===== config.mk =====
export PLATFORM = sky130hd
export DESIGN_NAME = conv_stream_engine_flat
export DESIGN_NICKNAME = d
export VERILOG_FILES = /design/src/rtl/conv_stream_engine_if.sv /design/src/rtl/conv_stream_engine.sv /design/src/flat_wrapper.sv
export SDC_FILE = /design/constraint.sdc
export NUM_CORES = 2
export LEC_CHECK = 0
export ABC_AREA = 1
export CORE_MARGIN = 2
export CORE_UTILIZATION = 40
export DETAILED_ROUTE_END_ITERATION = 10
export PLACE_DENSITY = 0.55
export SLEW_MARGIN = 20
export SYNTH_ARGS = -nofsm -noshare
export SYNTH_HDL_FRONTEND = slang
export SYNTH_SLANG_ARGS = --single-unit

===== constraint.sdc =====
create_clock -name clk -period 9.65 [get_ports clk]
set_clock_uncertainty 0.2 [all_clocks]
set_input_delay 1.93 -clock clk [delete_from_list [all_inputs] [get_ports clk]]
set_output_delay 1.93 -clock clk [all_outputs]
set_load 0.1 [all_outputs]

===== src/rtl/conv_stream_engine_if.sv =====
// rtl/conv_stream_engine_if.sv - host command, layer-memory and result ports of the convolution engine
interface conv_stream_engine_if #(
  parameter int DATA_WIDTH = 16,
  parameter int IMG_W      = 28,
  parameter int IMG_H      = 28,
  parameter int K          = 5,
  parameter int DEPTH      = 6,
  parameter int NUM_KERNEL = 16
);
  localparam int N      = DEPTH * K * K;
  localparam int IMG_SZ = DEPTH * IMG_H * IMG_W;
  localparam int FLT_SZ = NUM_KERNEL * N;
  localparam int RES_SZ = NUM_KERNEL * (IMG_H - K + 1) * (IMG_W - K + 1);
  localparam int IMG_AW = (IMG_SZ > 1) ? $clog2(IMG_SZ) : 1;
  localparam int FLT_AW = (FLT_SZ > 1) ? $clog2(FLT_SZ) : 1;
  localparam int RES_AW = (RES_SZ > 1) ? $clog2(RES_SZ) : 1;

  logic [7:0]            command;
  logic                  cmd_valid;
  logic                  cmd_ready;
  logic [IMG_AW-1:0]     img_addr;
  logic [DATA_WIDTH-1:0] img_data;
  logic [FLT_AW-1:0]     flt_addr;
  logic [DATA_WIDTH-1:0] flt_data;
  logic                  res_we;
  logic [RES_AW-1:0]     res_addr;
  logic [DATA_WIDTH-1:0] res_data;
  logic                  busy;
  logic                  done;
  logic                  finish;

  modport master (
    output command, cmd_valid, img_data, flt_data,
    input  cmd_ready, img_addr, flt_addr, res_we, res_addr, res_data, busy, done, finish
  );

  modport slave (
    input  command, cmd_valid, img_data, flt_data,
    output cmd_ready, img_addr, flt_addr, res_we, res_addr, res_data, busy, done, finish
  );
endinterface


===== src/rtl/conv_stream_engine.sv =====
// rtl/conv_stream_engine.sv - command-driven convolution layer engine with a single MAC datapath
module conv_stream_engine #(
  parameter int DATA_WIDTH = 16,
  parameter int ACC_WIDTH  = 40,
  parameter int IMG_W      = 28,
  parameter int IMG_H      = 28,
  parameter int K          = 5,
  parameter int DEPTH      = 6,
  parameter int NUM_KERNEL = 16,
  parameter int OUT_SHIFT  = 0
) (
  input  logic                 clk,
  input  logic                 reset_n,
  conv_stream_engine_if.slave  bus
);
  localparam int OUT_W  = IMG_W - K + 1;
  localparam int OUT_H  = IMG_H - K + 1;
  localparam int N      = DEPTH * K * K;
  localparam int IMG_SZ = DEPTH * IMG_H * IMG_W;
  localparam int FLT_SZ = NUM_KERNEL * N;
  localparam int RES_SZ = NUM_KERNEL * OUT_H * OUT_W;
  localparam int IMG_AW = (IMG_SZ > 1) ? $clog2(IMG_SZ) : 1;
  localparam int FLT_AW = (FLT_SZ > 1) ? $clog2(FLT_SZ) : 1;
  localparam int RES_AW = (RES_SZ > 1) ? $clog2(RES_SZ) : 1;
  localparam int PW     = 2 * DATA_WIDTH;
  localparam int CW     = 16;

  localparam logic [CW-1:0] K_MAX  = CW'(K - 1);
  localparam logic [CW-1:0] C_MAX  = CW'(DEPTH - 1);
  localparam logic [CW-1:0] OX_MAX = CW'(OUT_W - 1);
  localparam logic [CW-1:0] OY_MAX = CW'(OUT_H - 1);
  localparam logic [CW-1:0] KN_MAX = CW'(NUM_KERNEL - 1);

  localparam logic [31:0] W32   = 32'(IMG_W);
  localparam logic [31:0] HW32  = 32'(IMG_H * IMG_W);
  localparam logic [31:0] K32   = 32'(K);
  localparam logic [31:0] KK32  = 32'(K * K);
  localparam logic [31:0] N32   = 32'(N);
  localparam logic [31:0] OW32  = 32'(OUT_W);
  localparam logic [31:0] OHW32 = 32'(OUT_H * OUT_W);

  localparam logic [7:0] CMD_START      = 8'h01;
  localparam logic [7:0] CMD_START_RELU = 8'h02;
  localparam logic [7:0] CMD_ABORT      = 8'hFF;

  localparam logic signed [ACC_WIDTH-1:0] SAT_MAX = ACC_WIDTH'((64'sd1 <<< (DATA_WIDTH - 1)) - 64'sd1);
  localparam logic signed [ACC_WIDTH-1:0] SAT_MIN = ~SAT_MAX;

  typedef enum logic [2:0] {S_IDLE, S_ISSUE, S_DRAIN, S_WRITE, S_DONE} state_t;

  state_t state_q, state_d;
  logic [CW-1:0] kx_q, ky_q, ch_q, ox_q, oy_q, kn_q;
  logic relu_q, vld_q, first_q, done_q;
  logic signed [ACC_WIDTH-1:0] acc_q;
  logic signed [PW-1:0]        prod;
  logic signed [ACC_WIDTH-1:0] prod_ext, shifted;
  logic abort, idle_like, accept, last_tap, last_out;

  assign abort     = bus.cmd_valid && (bus.command == CMD_ABORT);
  assign idle_like = (state_q == S_IDLE) || (state_q == S_DONE);
  assign accept    = idle_like && bus.cmd_valid &&
                     ((bus.command == CMD_START) || (bus.command == CMD_START_RELU));
  assign last_tap  = (kx_q == K_MAX) && (ky_q == K_MAX) && (ch_q == C_MAX);
  assign last_out  = (ox_q == OX_MAX) && (oy_q == OY_MAX) && (kn_q == KN_MAX);

  // Addresses are pure functions of the loop counters, so they hold whenever the counters do.
  assign bus.img_addr = IMG_AW'(32'(ch_q) * HW32 + (32'(oy_q) + 32'(ky_q)) * W32 + 32'(ox_q) + 32'(kx_q));
  assign bus.flt_addr = FLT_AW'(32'(kn_q) * N32 + 32'(ch_q) * KK32 + 32'(ky_q) * K32 + 32'(kx_q));
  assign bus.res_addr = RES_AW'(32'(kn_q) * OHW32 + 32'(oy_q) * OW32 + 32'(ox_q));

  assign prod     = PW'($signed(bus.img_data)) * PW'($signed(bus.flt_data));
  assign prod_ext = ACC_WIDTH'(prod);
  assign shifted  = acc_q >>> OUT_SHIFT;

  always_ff @(posedge clk or negedge reset_n) begin
    if (!reset_n) state_q <= S_IDLE;
    else          state_q <= state_d;
  end

  always_comb begin
    state_d = state_q;
    case (state_q)
      S_IDLE, S_DONE: if (accept) state_d = S_ISSUE;
      S_ISSUE:        if (last_tap) state_d = S_DRAIN;
      S_DRAIN:        state_d = S_WRITE;
      S_WRITE:        state_d = last_out ? S_DONE : S_ISSUE;
      default:        state_d = S_IDLE;
    endcase
    if (abort) state_d = S_IDLE;
  end

  always_comb begin
    bus.cmd_ready = idle_like;
    bus.busy      = !idle_like;
    bus.finish    = (state_q == S_DONE);
    bus.done      = done_q;
    bus.res_we    = (state_q == S_WRITE) && !abort;
    if (relu_q && shifted[ACC_WIDTH-1]) bus.res_data = '0;
    else if (shifted > SAT_MAX)         bus.res_data = SAT_MAX[DATA_WIDTH-1:0];
    else if (shifted < SAT_MIN)         bus.res_data = SAT_MIN[DATA_WIDTH-1:0];
    else                                bus.res_data = shifted[DATA_WIDTH-1:0];
  end

  always_ff @(posedge clk or negedge reset_n) begin
    if (!reset_n) begin
      kx_q <= '0; ky_q <= '0; ch_q <= '0;
      ox_q <= '0; oy_q <= '0; kn_q <= '0;
      relu_q <= 1'b0;
    end else if (accept) begin
      kx_q <= '0; ky_q <= '0; ch_q <= '0;
      ox_q <= '0; oy_q <= '0; kn_q <= '0;
      relu_q <= (bus.command == CMD_START_RELU);
    end else if (!abort) begin
      if (state_q == S_ISSUE && !last_tap) begin
        if (kx_q != K_MAX) kx_q <= kx_q + CW'(1);
        else begin
          kx_q <= '0;
          if (ky_q != K_MAX) ky_q <= ky_q + CW'(1);
          else begin
            ky_q <= '0;
            ch_q <= ch_q + CW'(1);
          end
        end
      end
      if (state_q == S_WRITE && !last_out) begin
        kx_q <= '0; ky_q <= '0; ch_q <= '0;
        if (ox_q != OX_MAX) ox_q <= ox_q + CW'(1);
        else begin
          ox_q <= '0;
          if (oy_q != OY_MAX) oy_q <= oy_q + CW'(1);
          else begin
            oy_q <= '0;
            kn_q <= kn_q + CW'(1);
          end
        end
      end
    end
  end

  // Memory data lags its address by one cycle; vld_q/first_q track the tap whose data is arriving.
  always_ff @(posedge clk or negedge reset_n) begin
    if (!reset_n) begin
      vld_q   <= 1'b0;
      first_q <= 1'b0;
      done_q  <= 1'b0;
      acc_q   <= '0;
    end else begin
      vld_q   <= (state_q == S_ISSUE) && !abort;
      first_q <= (kx_q == '0) && (ky_q == '0) && (ch_q == '0);
      done_q  <= (state_q == S_WRITE) && (state_d == S_DONE);
      if (vld_q) acc_q <= first_q ? prod_ext : acc_q + prod_ext;
    end
  end
endmodule

===== src/flat_wrapper.sv =====
// flat-port wrapper written by rule: the top's interface ports become plain ports
module conv_stream_engine_flat 
#(
  parameter int DATA_WIDTH = 16,
  parameter int ACC_WIDTH  = 40,
  parameter int IMG_W      = 28,
  parameter int IMG_H      = 28,
  parameter int K          = 5,
  parameter int DEPTH      = 6,
  parameter int NUM_KERNEL = 16,
  parameter int OUT_SHIFT  = 0
)
  (clk, reset_n, bus_command, bus_cmd_valid, bus_img_data, bus_flt_data, bus_cmd_ready, bus_img_addr, bus_flt_addr, bus_res_we, bus_res_addr, bus_res_data, bus_busy, bus_done, bus_finish);
  conv_stream_engine_if #(.DATA_WIDTH(DATA_WIDTH), .IMG_W(IMG_W), .IMG_H(IMG_H), .K(K), .DEPTH(DEPTH), .NUM_KERNEL(NUM_KERNEL)) bus_i ();
  input  logic clk;
  input  logic reset_n;
  input wire logic [$bits(bus_i.command)-1:0] bus_command;
  input wire logic [$bits(bus_i.cmd_valid)-1:0] bus_cmd_valid;
  input wire logic [$bits(bus_i.img_data)-1:0] bus_img_data;
  input wire logic [$bits(bus_i.flt_data)-1:0] bus_flt_data;
  output wire logic [$bits(bus_i.cmd_ready)-1:0] bus_cmd_ready;
  output wire logic [$bits(bus_i.img_addr)-1:0] bus_img_addr;
  output wire logic [$bits(bus_i.flt_addr)-1:0] bus_flt_addr;
  output wire logic [$bits(bus_i.res_we)-1:0] bus_res_we;
  output wire logic [$bits(bus_i.res_addr)-1:0] bus_res_addr;
  output wire logic [$bits(bus_i.res_data)-1:0] bus_res_data;
  output wire logic [$bits(bus_i.busy)-1:0] bus_busy;
  output wire logic [$bits(bus_i.done)-1:0] bus_done;
  output wire logic [$bits(bus_i.finish)-1:0] bus_finish;
  assign bus_i.command = bus_command;
  assign bus_i.cmd_valid = bus_cmd_valid;
  assign bus_i.img_data = bus_img_data;
  assign bus_i.flt_data = bus_flt_data;
  assign bus_cmd_ready = bus_i.cmd_ready;
  assign bus_img_addr = bus_i.img_addr;
  assign bus_flt_addr = bus_i.flt_addr;
  assign bus_res_we = bus_i.res_we;
  assign bus_res_addr = bus_i.res_addr;
  assign bus_res_data = bus_i.res_data;
  assign bus_busy = bus_i.busy;
  assign bus_done = bus_i.done;
  assign bus_finish = bus_i.finish;
  conv_stream_engine #(.DATA_WIDTH(DATA_WIDTH), .ACC_WIDTH(ACC_WIDTH), .IMG_W(IMG_W), .IMG_H(IMG_H), .K(K), .DEPTH(DEPTH), .NUM_KERNEL(NUM_KERNEL), .OUT_SHIFT(OUT_SHIFT)) u_core (.clk(clk), .reset_n(reset_n), .bus(bus_i));
endmodule

# Word-level counts from Yosys, hierarchy flattened
# Index checks and enable logic that the tools add are counted.
[word_totals]
register_bits = 143
in_bits = 43
out_inout_bits = 60
[op_classes]
n_addsub = 16
mul = 8
magnitude_cmp = 2
eq_ne = 23
mux = 40
n_reduce_logical = 34
[ops]
columns = ["cell", "count"]
rows = [
  ["16-bit two-way mux", 34],
  ["16-bit by 1-bit adder with 16-bit output (second input constant)", 6],
  ["16-bit by 3-bit == test with 1-bit output (second input constant)", 3],
  ["16-bit logical NOT", 3],
  ["40-bit by 32-bit adder with 40-bit output", 1],
  ["40-bit by 16-bit > comparator with 1-bit output (second input constant)", 1],
  ["40-bit by 16-bit < comparator with 1-bit output (second input constant)", 1],
  ["40-bit two-way mux", 1],
  ["13-bit adder", 3],
  ["12-bit adder", 3],
  ["16-bit by 5-bit == test with 1-bit output (second input constant)", 2],
  ["16-bit by 16-bit multiplier with 32-bit output", 1],
  ["32-bit by 3-bit multiplier with 11-bit output (second input constant)", 1],
  ["16-bit by 3-bit inequality test with 1-bit output (second input constant)", 2],
  ["16-bit by 5-bit inequality test with 1-bit output (second input constant)", 2],
  ["14-bit adder", 2],
  ["16-bit by 16-bit adder with 17-bit output", 1],
  ["16-bit by 4-bit == test with 1-bit output (second input constant)", 1],
  ["16-bit by 2-bit multiplier with 11-bit output (second input constant)", 1],
  ["16-bit by 3-bit multiplier with 12-bit output (second input constant)", 1],
  ["16-bit by 4-bit multiplier with 8-bit output (second input constant)", 1],
  ["16-bit by 5-bit multiplier with 12-bit output (second input constant)", 1],
  ["16-bit by 6-bit multiplier with 9-bit output (second input constant)", 1],
  ["16-bit by 7-bit multiplier with 11-bit output (second input constant)", 1],
  ["other kinds (21)", 49],
]

# Depth between registers and ports, before layout
[depth]
depth_word = 9
mapped_depth = 43
ltp_nobuf = 41

# Worst setup path before layout
# Ideal clock, no wire load.
[synth_path]
path_type = "reg-to-output"
startpoint = "register u_core.kn_q[3]"
endpoint = "output port bus_flt_addr[10]"
arrival_time_ns = 7.105
t_required_ns = 7.520
path_slack_ns = 0.415
path_stages_with_launch = 24
path_cell_list = "dfrtp_1 > ha_1 > ha_1 > ha_1 > inv_1 > fa_1 > inv_1 > ha_1 > inv_1 > o21ai_0 > xor2_1 > inv_1 > ha_1 > inv_1 > fa_1 > fa_1 > inv_1 > fa_1 > fa_1 > ha_1 > inv_1 > o21ai_0 > a21oi_1 > xnor2_1"
[synth_between]
elab_chain_cells = 4
[synth_rtl]
columns = ["element", "line_no", "rtl"]
rows = [
  ["from (decl)", "conv_stream_engine.sv:52", "logic [CW-1:0] kx_q, ky_q, ch_q, ox_q, oy_q, kn_q;"],
  ["from (signal assigned)", "conv_stream_engine.sv:133", "kn_q <= kn_q + CW'(1);"],
  ["16-bit by 7-bit multiplier with 11-bit output", "conv_stream_engine.sv:68", "assign bus.flt_addr = FLT_AW'(32'(kn_q) * N32 + 32'(ch_q) * KK32 + 32'(ky_q) * K32 + 32'(kx_q));"],
  ["12-bit adder (3 in a row)", "conv_stream_engine.sv:68", ""],
  ["to (decl)", "flat_wrapper.sv:23", "output wire logic [$bits(bus_i.flt_addr)-1:0] bus_flt_addr;"],
]
# No other way between the ends.

# Final worst setup path
[layout_path]
startpoint = "register u_core.kn_q[4]"
endpoint = "output port bus_flt_addr[11]"
# The elaborated chain is that of the path after synthesis.

==> impl_metrics.py <==
metrics = {
    "timing": {
        "setup_violations": 0,
        "min_period_ps": 9267,
        "rsz0062_at_grt": "false",
        "fmax_mhz": 107.9,
        "maxSlewViolCount": 0,
        "hold_viol_final": 0,
        "slew_headroom_pct": 28.99,
        "fin_ws_ps": 383.3,
        "tightestPinTransition_ps": 1062,
        "timing.final.crit_share_pct": 96.03,
        "tns_ps": 0,
    },
    "floorplan": {
        "start_util_pct": 40.19,
        "fp.dieH_um": 274.0,
        "dieArea_mm2": 0.07510,
        "rows": 99,
        "die_w_um": 274.0,
        "coreArea_mm2": 0.07259,
        "ios": 103,
    },
    "clock_network": {
        "htreeDepth": 4,
        "clock_sinks": 143,
        "cts_tree": "yes",
        "cts_root_buf": "clkbuf_16",
        "clk_latency_ps": 490,
        "cts_buffer_depth": 2,
        "hold_buffers": 0,
        "clkSlewWorstSetupHoldPaths_ps": 70,
        "cts_made_buffers": 17,
    },
    "yosys": {
        "syn_avg_cell_area_um2": 7.080,
        "yosys.area_share.simple_pct": 25.12,
        "synth_area_leaders": "fa_1, nand2_1, inv_1, dfrtp_1, ha_1",
        "synth_fp_nets": 4800,
        "synth-compound-area-share_pct": 7.331,
        "ys_seq_area_share_pct": 12.27,
        "ys_async_sr_fraction_pct": 100.0,
        "synth_top_area_share_pct": 24.30,
        "yosys.area_share.adder_pct": 36.43,
        "ys.flop_type": "dfrtp_1",
        "synthMuxAreaShare_pct": 0,
        "synth_xor_area_share_pct": 4.534,
        "synth_top_family_by_area": "adder cells",
        "syn-instance-count": 4120,
        "yosys_warnings": 0,
        "ys_ff_latch": 143,
        "syn_area_mm2": 0.02917,
        "yosysTopAreaCell": "fa_1",
        "ys_types": 51,
        "synth-edff-count": 0,
    },
    "finish": {
        "fillers": 7599,
        "drive_gt1_share_pct": 8.343,
        "area_growth_pct": 15.09,
        "nets": 5030,
        "insertedDiodeCount": 0,
    },
    "drt": {
        "drt-initial-drc-count": 1330,
        "totalWireLength_um": 83430,
        "via_count": 25980,
        "final_antenna_net_count": 0,
        "drcViolationCount": 0,
        "wire_per_inst_um": 15.68,
        "drtPass1Iterations": 5,
        "via_per_inst": 4.882,
    },
    "global_route": {
        "gr-total-overflow": 0,
        "grt_first_pass_wirelength_um": 138000,
        "antenna_found_initial": 0,
        "grt_pass1_vias": 26160,
        "grt_max_degree": 57,
        "grt_usage_pct": 23.26,
    },
    "flow_run": {
        "cap_viol_max_count": 0,
    },
    "setup_path": {
        "cp-end-kind": "output pin",
        "crit_type": "register to output pin",
        "slowest_stage": "fa_1",
        "cpMostUsedCell": "fa_1",
        "worstPathMaxFanout": 5,
        "start_kind": "register",
        "cp_data_arrival_time_ps": 7140,
        "critical-path-max-stage-delay_ps": 610,
        "critPathRequiredTime_ps": 7520,
    },
    "place": {
        "hpwlAfterDp_um": 69970,
        "dpl_worst_slack_ps": -330.5,
        "gp_congestion": 0.9244,
        "port_buffers": 102,
    },
    "worst_hold_path": {
        "min_path_type": "register to register",
    },
    "status": {
        "outcome": "complete, no violations",
    },
}
[metal layers]
layer,GRT usage (%),vias up,part of all wire (%)
met5,0,-,0
met4,7.451,0,2.8
met3,2.557,108,3.5
met2,41.35,472,50
met1,29.41,12320,44
li1,-,13080,-
[registers in the layout, summed over array words and instances, names as in the netlist, 3 cells and up]
signal,cells
u_core.acc_q,40
u_core.oy_q,16
u_core.ch_q,16
u_core.ky_q,16
u_core.state_q,3
u_core.kx_q,16
u_core.ox_q,16
u_core.kn_q,16
[cells in the final DEF (no fill, tap or decap), types with 3 or more instances in the layout]
| cell type | instances |
|---|---|
| nand2_1 | 999 |
| inv_1 | 957 |
| fa_1 | 352 |
| ha_1 | 280 |
| nand3_1 | 233 |
| nor2_1 | 226 |
| buf_4 | 221 |
| a21oi_1 | 166 |
| dfrtp_1 | 138 |
| o21ai_0 | 125 |
| xor2_1 | 110 |
| clkdlybuf4s50_1 | 88 |
| nand4_1 | 74 |
| nor3_1 | 65 |
| xnor2_1 | 39 |
| nor4_1 | 33 |
| nand2_2 | 27 |
| buf_12 | 21 |
| or2_2 | 17 |
| clkbuf_16 | 17 |
| a31oi_1 | 16 |
| nand3b_1 | 16 |
| o21ai_1 | 16 |
| o21bai_1 | 15 |
| o31ai_1 | 14 |
| a21o_1 | 9 |
| inv_2 | 7 |
| and2_1 | 7 |
| nor2_2 | 5 |
| inv_6 | 5 |
| dfrtp_2 | 5 |
| nand3_2 | 3 |
| o211ai_1 | 3 |
| o21a_1 | 3 |
| ha_4 | 3 |
| inv_8 | 3 |
[per-stage QoR]
step,std cells,hold slack [ps],utilization [%],instance area (um^2)
after floorplan,4120,251.7,-,29170
after global placement,5284,265.1,45.12,32750
after detailed placement,5284,271.6,45.13,32760
after CTS,5316,289.1,45.98,33380
after global routing,5322,307.9,46.25,33570
final,5322,289.9,46.25,33570
[critical path, delay by kind of cell (launching register included)]
kind	cells	cell delay, ps
DFF	1	440
and+or+nand+nor	7	570
buffers and inverters	5	430
AOI/OAI and AO/OA	3	510
adders and majority gates	11	4490
xor gates and xnor gates	1	170
[cells in the mapped netlist (15+ instances only)]
library cell     n
xor2_1         111
nand3b_1        16
nand2_1       1002
or2_2           17
dfrtp_1        143
buf_2           15
ha_1           283
nand2_2         24
nand4_1         74
a21oi_1        167
nand3_1        235
clkbuf_1        88
nor4_1          34
o21ai_1         15
o21bai_1        15
nor2_1         231
xnor2_1         40
nor3_1          65
o31ai_1         15
o21ai_0        128
a31oi_1         17
inv_1          957
fa_1           354
[path summary, 6_finish.rpt]
| kind | startpoint | endpoint | slack, ps | depth (start not counted) |
|---|---|---|---|---|
| setup / recovery | u_core.kn_q[4] | bus_flt_addr[11] | 380 | 27 |
| setup reg to reg | u_core.kn_q[1] | u_core.ox_q[1] | 5750 | 10 |
| hold reg to reg | u_core.ox_q[15] | u_core.ox_q[15] | 290 | 2 |
| min in group asynchronous | reset_n | u_core.acc_q[10] | 1200 | 1 |
| max in group asynchronous | reset_n | u_core.kn_q[4] | 6820 | 2 |
| hold / removal | u_core.ox_q[15] | u_core.ox_q[15] | 290 | 2 |
[cells by family (layout without fill, tap and decap cells)]
| group | count (synthesis) | in the layout |
|---|---|---|
| and+or+nand+nor | 1716 | 1716 |
| buffers and inverters | 1086 | 1329 |
| adders and majority gates | 637 | 637 |
| AOI/OAI and AO/OA | 387 | 387 |
| xor gates and xnor gates | 151 | 151 |
| DFF | 143 | 143 |
[final cells by class]
type / count / area (um^2) / area share, %
Inverter: 965 / 3622 / 10.79
Multi-Input combinational cell: 2891 / 21570 / 64.25
Timing Repair Buffer: 332 / 2984 / 8.889
Tap cell: 959 / 1200 / 3.574
Clock inverter: 14 / 170.2 / 0.5069
Clock buffer: 18 / 439.2 / 1.308
Sequential cell: 143 / 3585 / 10.68
[repair_timing]
item	CTS	global route
pin swaps	0	7
setup buffers	0	6
gates resized for setup	1	34
setup endpoints to repair	1	16
Power is left out: the tool's default activity adds up to more than one toggle a clock period on the data nets, which glitch-free logic cannot reach.
